### config.mk
export PLATFORM = sky130hd
export DESIGN_NAME = ula_flag_writeback
export DESIGN_NICKNAME = d
export VERILOG_FILES = /design/src/rtl/ula_pkg.sv /design/src/rtl/ula_wb_fifo.sv /design/src/rtl/ula_flag_writeback.sv
export SDC_FILE = /design/constraint.sdc
export NUM_CORES = 1
export LEC_CHECK = 0
export ABC_AREA = 0
export BUFFER_PORTS_ARGS = -buffer_cell sky130_fd_sc_hd__buf_2
export CELL_PAD_IN_SITES_DETAIL_PLACEMENT = 1
export CELL_PAD_IN_SITES_GLOBAL_PLACEMENT = 1
export CORE_UTILIZATION = 39
export CTS_CLUSTER_DIAMETER = 200
export DETAILED_ROUTE_END_ITERATION = 10
export GPL_TIMING_DRIVEN = 0
export HOLD_SLACK_MARGIN = 0.02
export PLACE_DENSITY_LB_ADDON = 0.1
export SYNTH_ARGS = -nofsm -noshare
export SYNTH_HDL_FRONTEND = slang
export SYNTH_SLANG_ARGS = --single-unit
export TNS_END_PERCENT = 1
### constraint.sdc
create_clock -name clk -period 1.9 [get_ports clk]
set_clock_uncertainty 0.15 [all_clocks]
set_input_delay 0.285 -clock clk [delete_from_list [all_inputs] [get_ports clk]]
set_output_delay 0.285 -clock clk [all_outputs]
set_load 0.01 [all_outputs]
### src/rtl/ula_pkg.sv
// ---------------------------------------------------------------------------
// ula_pkg
// Shared constants and types for the ULA result/flag writeback stage.
//  - BITS_DEF / AW_DEF   : default datapath and register-address widths
//  - OPC_*               : op-class codes taken from OP[4:3]
//  - F_*                 : bit positions inside the {O,C,S,Z} flag vector
//  - wb_entry_t          : one queued register-file writeback {addr, data}
//  - flags_next()        : architectural flag update rule
// ---------------------------------------------------------------------------
package ula_pkg;

   localparam int unsigned BITS_DEF = 3;
   localparam int unsigned AW_DEF   = 3;
   localparam int unsigned NFLAGS   = 4;

   localparam logic [1:0] OPC_ARITH = 2'b00;
   localparam logic [1:0] OPC_SHIFT = 2'b01;

   localparam int unsigned F_O = 3;
   localparam int unsigned F_C = 2;
   localparam int unsigned F_S = 1;
   localparam int unsigned F_Z = 0;

   typedef logic [NFLAGS-1:0] flags_t;

   typedef struct packed {
      logic [AW_DEF-1:0]   addr;
      logic [BITS_DEF-1:0] data;
   } wb_entry_t;

   // Next flag value. An accepted arithmetic/shift op takes priority over a
   // concurrent clear; move/other ops leave the flags alone (but still let a
   // clear through).
   function automatic flags_t flags_next(input flags_t     cur,
                                         input logic       clr,
                                         input logic       acc,
                                         input logic [1:0] opc,
                                         input flags_t     ulaf);
      flags_t nxt;
      nxt = cur;
      if (clr) begin
         nxt = '0;
      end
      if (acc) begin
         unique case (opc)
            OPC_ARITH: nxt = ulaf;
            OPC_SHIFT: begin
               nxt      = ulaf;
               nxt[F_O] = 1'b0;   // shift/logic never reports overflow
            end
            default: ;
         endcase
      end
      return nxt;
   endfunction

endpackage

### src/rtl/ula_wb_fifo.sv
// ---------------------------------------------------------------------------
// ula_wb_fifo
// Two-entry valid/ready FIFO holding pending register-file writebacks.
//  clk, rst_n      : clock, async active-low reset (drops all entries)
//  push, push_data : enqueue request and entry (ignored when full)
//  full            : both slots occupied
//  pop             : consumer takes the head entry (ignored when empty)
//  head_valid      : at least one entry queued
//  head_data       : oldest entry; held stable until popped
// ---------------------------------------------------------------------------
module ula_wb_fifo
   import ula_pkg::*;
#(
   parameter type entry_t = wb_entry_t
) (
   input  logic   clk,
   input  logic   rst_n,
   input  logic   push,
   input  entry_t push_data,
   output logic   full,
   input  logic   pop,
   output logic   head_valid,
   output entry_t head_data
);

   entry_t     mem_q [2];
   logic       wr_ptr_q, wr_ptr_d;
   logic       rd_ptr_q, rd_ptr_d;
   logic [1:0] cnt_q, cnt_d;
   logic       push_ok, pop_ok;

   assign full       = (cnt_q == 2'd2);
   assign head_valid = (cnt_q != 2'd0);
   assign head_data  = mem_q[rd_ptr_q];

   assign push_ok = push & ~full;
   assign pop_ok  = pop & head_valid;

   always_comb begin
      wr_ptr_d = wr_ptr_q;
      rd_ptr_d = rd_ptr_q;
      cnt_d    = cnt_q;
      if (push_ok) begin
         wr_ptr_d = ~wr_ptr_q;
      end
      if (pop_ok) begin
         rd_ptr_d = ~rd_ptr_q;
      end
      unique case ({push_ok, pop_ok})
         2'b10:   cnt_d = cnt_q + 2'd1;
         2'b01:   cnt_d = cnt_q - 2'd1;
         default: cnt_d = cnt_q;   // idle, or push+pop keeps occupancy
      endcase
   end

   always_ff @(posedge clk or negedge rst_n) begin
      if (!rst_n) begin
         mem_q[0] <= '0;
         mem_q[1] <= '0;
         wr_ptr_q <= 1'b0;
         rd_ptr_q <= 1'b0;
         cnt_q    <= 2'd0;
      end else begin
         if (push_ok) begin
            mem_q[wr_ptr_q] <= push_data;
         end
         wr_ptr_q <= wr_ptr_d;
         rd_ptr_q <= rd_ptr_d;
         cnt_q    <= cnt_d;
      end
   end

endmodule

### src/rtl/ula_flag_writeback.sv
// ---------------------------------------------------------------------------
// ula_flag_writeback
// Stage after the ULA: keeps the architectural {O,C,S,Z} flag register,
// counts overflowing ops, and queues register-file writebacks.
//  clk, rst_n              : clock, async active-low reset
//  in_valid / in_ready     : ULA result handshake (in_ready = buffer not full)
//  in_op                   : ULA OP; class taken from in_op[4:3]
//  in_resu                 : ULA result, stored unmodified
//  in_o/in_c/in_s/in_z     : ULA flags
//  in_wb_en, in_wb_addr    : queue a writeback of in_resu to in_wb_addr
//  flag_clr                : synchronous clear of the flag register
//  wb_valid/wb_ready       : register-file write port handshake
//  wb_addr, wb_data        : head writeback entry
//  flags                   : architectural flags {O,C,S,Z}
//  ovf_cnt                 : accepted ops with in_o=1, saturating
// ---------------------------------------------------------------------------
module ula_flag_writeback
   import ula_pkg::*;
#(
   parameter int unsigned BITS = BITS_DEF,
   parameter int unsigned AW   = AW_DEF,
   parameter int unsigned CNTW = 8
) (
   input  logic            clk,
   input  logic            rst_n,
   input  logic            in_valid,
   output logic            in_ready,
   input  logic [4:0]      in_op,
   input  logic [BITS-1:0] in_resu,
   input  logic            in_o,
   input  logic            in_c,
   input  logic            in_s,
   input  logic            in_z,
   input  logic            in_wb_en,
   input  logic [AW-1:0]   in_wb_addr,
   input  logic            flag_clr,
   output logic            wb_valid,
   input  logic            wb_ready,
   output logic [AW-1:0]   wb_addr,
   output logic [BITS-1:0] wb_data,
   output logic [3:0]      flags,
   output logic [CNTW-1:0] ovf_cnt
);

   // Entry type sized from this instance's parameters.
   typedef struct packed {
      logic [AW-1:0]   addr;
      logic [BITS-1:0] data;
   } entry_t;

   localparam logic [CNTW-1:0] OVF_MAX = '1;

   logic            accept, push, pop, full;
   logic [1:0]      opc;
   flags_t          ula_flags;
   flags_t          flags_q, flags_d;
   logic [CNTW-1:0] ovf_q, ovf_d;
   entry_t          push_entry, head_entry;

   // Only the class bits matter here.
   logic unused_op_lo;
   assign unused_op_lo = ^in_op[2:0];

   assign opc    = in_op[4:3];
   assign accept = in_valid & in_ready;
   assign push   = accept & in_wb_en;
   assign pop    = wb_valid & wb_ready;

   always_comb begin
      ula_flags      = '0;
      ula_flags[F_O] = in_o;
      ula_flags[F_C] = in_c;
      ula_flags[F_S] = in_s;
      ula_flags[F_Z] = in_z;
   end

   always_comb begin
      flags_d = flags_next(flags_q, flag_clr, accept, opc, ula_flags);
   end

   always_comb begin
      ovf_d = ovf_q;
      if (accept && in_o && (ovf_q != OVF_MAX)) begin
         ovf_d = ovf_q + 1'b1;
      end
   end

   always_ff @(posedge clk or negedge rst_n) begin
      if (!rst_n) begin
         flags_q <= '0;
         ovf_q   <= '0;
      end else begin
         flags_q <= flags_d;
         ovf_q   <= ovf_d;
      end
   end

   assign push_entry.addr = in_wb_addr;
   assign push_entry.data = in_resu;

   ula_wb_fifo #(
      .entry_t (entry_t)
   ) u_fifo (
      .clk        (clk),
      .rst_n      (rst_n),
      .push       (push),
      .push_data  (push_entry),
      .full       (full),
      .pop        (pop),
      .head_valid (wb_valid),
      .head_data  (head_entry)
   );

   // in_ready depends only on buffer state, never on wb_ready.
   assign in_ready = ~full;
   assign wb_addr  = head_entry.addr;
   assign wb_data  = head_entry.data;
   assign flags    = flags_q;
   assign ovf_cnt  = ovf_q;

endmodule

# ---- After elaboration in Yosys (flattened, before gate mapping)
# Cells that the tools add are included.
dict set report op_classes {
  n_lt_le_gt_ge 3
  eq_ne 5
  mux 10
  n_bitwise 10
  n_reduce_logical 6
  n_addsub 3
}
# operator n
set ops {}
lappend ops {{$mux W6} 4}
lappend ops {{$bwmux W12} 1}
lappend ops {{$add A8 B1 Y8 const B} 1}
lappend ops {{$mux W4} 2}
lappend ops {{$ne A8 B8 Y1 const B} 1}
lappend ops {{$pmux W4 S2} 1}
lappend ops {{$demux W6 S1} 1}
lappend ops {{$and A1 B1 Y1} 5}
lappend ops {{$eq A2 B1 Y1 const B} 2}
lappend ops {{$eq A2 B2 Y1 const B} 2}
lappend ops {{$ge A2 B2 Y1 const B} 2}
lappend ops {{$not A1 Y2} 2}
lappend ops {{$pmux W2 S2} 1}
lappend ops {{$reduce_bool A2 Y1} 2}
lappend ops {{$logic_and A1 B1 Y1} 3}
lappend ops {{$not A1 Y1} 3}
lappend ops {{$add A2 B1 Y2 const B} 1}
lappend ops {{$logic_not A2 Y1} 1}
lappend ops {{$lt A2 B1 Y1 const B} 1}
lappend ops {{$sub A2 B1 Y2 const B} 1}
dict set report word_totals {
  out_inout_bits 20
  ff_bits 28
  input_bits 21
}

# ---- Logic depth before layout (Yosys ltp)
dict set report logic_depth {
  depth_word 7
  mapped_depth 6
}

# ---- Modules after synthesis
# A second synthesis with hierarchy kept.
dict set report unflattened {
  hier_cells 104
  hier_area_um2 1312.5
}
# module instances area_per_inst_um2 cells_each seq_area_each_um2
set modules_own_cells {}
lappend modules_own_cells {ula_wb_fifo 1 732.0 50 400.4}
lappend modules_own_cells {ula_flag_writeback 1 580.6 54 300.3}

# ---- Worst setup path after synthesis
# OpenSTA, ideal clock, no wires.
dict set report synth_timing {
  path_type {reg2reg}
  from {register u_fifo.cnt_q[1]}
  to {register u_fifo.cnt_q[1]}
  n_path_buf 0
  path_stages_with_launch 6
  setup_time_ns 0.079
  setup_slack_ns 0.170
  synth_period_minus_slack_ns 1.730
  arrival_time_ns 1.501
  cell_sequence {dfrtp_1 or2_2 and2_1 ha_1 nor2_1 xor2_1}
}
dict set report synth_between {
  elab_cells_between_ends 14
  cone_classes {2 x add/sub; 3 x eq/ne; 1 x mux; 6 x bitwise; 2 x reduce/logical}
}
# element line
set synth_rtl {}
lappend synth_rtl {{start, declared} ula_wb_fifo.sv:29} ;# logic [1:0] cnt_q, cnt_d;
lappend synth_rtl {{start signal, assigned} ula_wb_fifo.sv:69} ;# cnt_q <= cnt_d;
lappend synth_rtl {{$reduce_bool A2 Y1 (*)} ula_wb_fifo.sv:33} ;# assign head_valid = (cnt_q != 2'd0);
lappend synth_rtl {{via wb_valid} ula_flag_writeback.sv:37} ;# output logic wb_valid,
lappend synth_rtl {{$and A1 B1 Y1} ula_flag_writeback.sv:67} ;# assign pop = wb_valid & wb_ready;
lappend synth_rtl {{$and A1 B1 Y1 (*)} ula_wb_fifo.sv:37} ;# assign pop_ok = pop & head_valid;
lappend synth_rtl {{via u_fifo.pop_ok} ula_wb_fifo.sv:30} ;# logic push_ok, pop_ok;
lappend synth_rtl {{$eq A2 B1 Y1 / $eq A2 B2 Y1 (equally long branches)} ula_wb_fifo.sv:49} ;# unique case ({push_ok, pop_ok})
lappend synth_rtl {{$pmux W2 S2 / $reduce_bool A2 Y1 (equally long branches)} --}
# The timed path passes the listed nets; every way through them passes the cells marked *.
# A chain may end at the register's enable or synchronous reset.

# ---- Worst setup path in the final report
dict set report layout_timing {
  from {register u_fifo.cnt_q[0]}
  to {register u_fifo.cnt_q[1]}
}
dict set report layout_between {
  elab_cells_between_ends 14
  cone_classes {2 x add/sub; 3 x eq/ne; 1 x mux; 6 x bitwise; 2 x reduce/logical}
}
# element line
set layout_rtl {}
lappend layout_rtl {{$reduce_bool A2 Y1 (*)} ula_wb_fifo.sv:33}
lappend layout_rtl {{$and A1 B1 Y1} ula_flag_writeback.sv:67}
lappend layout_rtl {{$and A1 B1 Y1 (*)} ula_wb_fifo.sv:37}
lappend layout_rtl {{via u_fifo.pop_ok} ula_wb_fifo.sv:30}
lappend layout_rtl {{$eq A2 B1 Y1 / $eq A2 B2 Y1 (equally long branches)} ula_wb_fifo.sv:49}
lappend layout_rtl {{$pmux W2 S2 / $reduce_bool A2 Y1 (equally long branches)} --}
# Marks and branches as above.

==> impl_metrics.ini <==
[floorplanning]
dieArea_um2 = 3660
core_area_um2 = 3150
fp.dieW_um = 60.5
pin_count = 41
die_height_um = 60.5
rows = 20
start_util_pct = 42.4

[global_routing]
grt_max_degree = 29
grt_pass1_wl_mm = 4.44
antenna_found_initial = 0
grt_overflow = 0
grt_usage_pct = 16.9
grt_pass1_vias = 980

[worst_setup_path]
cpLargestDelayFamily = simple AND/OR/NAND/NOR gates
critPathMaxFanout = 4
crit_chain = or2_2 -> and2_1 -> ha_1 -> nor2_1 -> xor2_1
crit_buf_inv = 0
setup.worst_path.start_class = flop
critPathMaxStageDelay_ns = 0.45
r2r_slack_ns = 0.10
critical_path_class = flop to flop
crit_path_end_kind = flop
arrival_ns = 1.91
cp.required_ns = 2.01
slowest_stage = dfrtp_1

[yosys]
async_reset_ff_share_pct = 100
synth_top_family_by_area = multiplexers
synthXorXnorAreaFrac_pct = 3.93
synthFlopType = dfrtp_1
synth_edf_count = 0
synth-simple-area-share_pct = 15.4
synth_nets = 127
ys_warn_count = 0
synth.yosys.seq_area_share_pct = 52.4
synthCells = 104
synth_compound_area_share_pct = 6.09
yosys.area_share.adder_pct = 1.87
ys_seq_elements = 28
ys_types = 32
synthMuxAreaShare_pct = 18.3
syn_avg_cell_area_um2 = 12.8
synth_area_um2 = 1340

[route]
vias_per_cell = 4.95
initialDrtViolationCount = 26
dr_total_vias = 971
wl_per_cell_um = 14.2
dr_wl_met2_mm = 1.35
drt_wl_total_mm = 2.78
drc = 0
drt-pass1-iter-count = 4
highest_layer = met4
met3_length_um = 133
ant_nets = 0
wl_met1_mm = 1.25

[timing]
grt_setup_unrepaired = yes
max-slew-margin-rel_pct = 58.9
worstMarginPinSlew_ns = 0.616
fmax_mhz = 556
min_period_over_period_pct = 94.7
period_minus_slack_ns = 1.80
holdWs_ns = 0.0347
setup_violations = 0
hold_viol = 0
drv_slew = 0

[cts]
numCtsBuffers = 3
clock_latency_ns = 0.34
path_clk_slew_ns = 0.16
clockBufferDepth = 2
ctsRootBufferMaster = clkbuf_4
cts_tree = yes
cts.sinks = 28
h-tree-depth = 1

[job]
maxCapViolCount = 0

[finish]
fin_cells = 196
nFillCells = 370
final_layout_size_suffix_gt1_share_pct = 47.4
diodes = 0
final_cell_mix = buf_2, dfrtp_1, mux2_2
final_common_cell = buf_2
syn_to_final_growth_pct = 27.4
nets = 176

[placement]
dp_hpwl_mm = 2.00
dp.cells = 185
port_buffers = 37
place_congestion = 0.704

[pwr]
p_leak_uw = 0.000823
powerDensity_nw_per_um2 = 1440
vdd_drop_max_uv = 604

[hold_path]
hold_path.class = input port to flop

[run_status]
status = completed
-- registers in the layout (all words and copies together) (netlist names) --
name	cells
u_fifo.mem_q	12
ovf_cnt	8
flags	4
u_fifo.wr_ptr_q	1
u_fifo.cnt_q	2
u_fifo.rd_ptr_q	1
-- worst reg2reg max path: stages, from the launching register on --
cell,delay [ns]
dfrtp_1,0.45
or2_2,0.30
and2_1,0.19
ha_1,0.32
nor2_1,0.16
xor2_1,0.16
-- report_power, final --
group / total, µW / internal, µW / switching [µW]
sequential: 1060 / 843 / 218
combinational: 991 / 561 / 431
clock: 396 / 214 / 182
total: 2450 / 1620 / 831
-- kinds of logic (layout without fill, tap and decap cells) --
group	after synthesis	in the layout
xor gates and xnor gates	6	6
muxes	21	21
AOI/OAI and AO/OA	12	12
buffers and inverters	5	53
adders and majority gates	2	2
DFF	28	28
and+or+nand+nor	30	30
-- metrics by stage --
| step | utilization, % | power, µW | setup slack, ns | setup TNS, ns | area (µm²) |
|---|---|---|---|---|---|
| 2_1_floorplan | - | 1690 | 0.170 | 0 | 1340 |
| 3_3_place_gp | 50.0 | 1980 | 0.157 | 0 | 1580 |
| 3_5_place_dp | 50.0 | 2040 | 0.100 | 0 | 1580 |
| 4_1_cts | 53.1 | 2440 | 0.0234 | 0 | 1680 |
| 5_1_grt | 54.0 | 2620 | -0.0106 | -0.0106 | 1700 |
| 6_report | 54.0 | 2450 | 0.100 | 0 | 1700 |
-- cells in the mapped netlist, drive strengths merged, types with 2 or more instances --
cell	count	share of area, %
dfrtp	28	52
mux2	21	18
nand3b	5	2.8
a21oi	4	1.5
and3	4	1.9
nand3	4	1.5
o21ai	4	1.5
inv	3	0.84
nand2	3	0.84
nand2b	3	2.0
nor2	3	1.4
xnor2	3	2.0
xor2	3	2.0
and4	2	1.5
ha	2	1.9
nand4	2	1.4
-- worst paths after layout --
kind,start,endpoint,cells after the start
setup / recovery,u_fifo.cnt_q[0],u_fifo.cnt_q[1],5
hold / removal,in_resu[1],u_fifo.mem_q[7],2
setup reg to reg,u_fifo.cnt_q[0],u_fifo.cnt_q[1],5
hold reg to reg,u_fifo.mem_q[1],u_fifo.mem_q[1],1
max in group asynchronous,rst_n,u_fifo.cnt_q[1],2
min in group asynchronous,rst_n,u_fifo.wr_ptr_q,2
-- what timing repair did --
action / 4_1_cts / 5_1_grt
buffers inserted: 0 / 2
endpoints found under the hold margin: 32 / 1
gates resized for setup: 0 / 2
setup endpoints to repair: 6 / 6
hold buffers: 5 / 1
-- cell type report --
class	count	area (µm²)	share of cell area, %
Sequential cell	28	703	41.3
Timing Repair Buffer	45	260	15.3
Buffer	1	11.3	0.661
Clock inverter	1	30.0	1.76
Multi-Input combinational cell	71	609	35.8
Tap cell	44	55.1	3.23
Clock buffer	3	22.5	1.32
Inverter	3	11.3	0.661
-- routing by layer --
layer / vias to the layer above / global-route usage (%)
met1: 465 / 21.4
met4: 0 / 7.79
met3: 5 / 2.99
li1: 468 / -
met2: 33 / 28.1
met5: - / 0
Note: power is estimated with default switching activity, not from simulation.
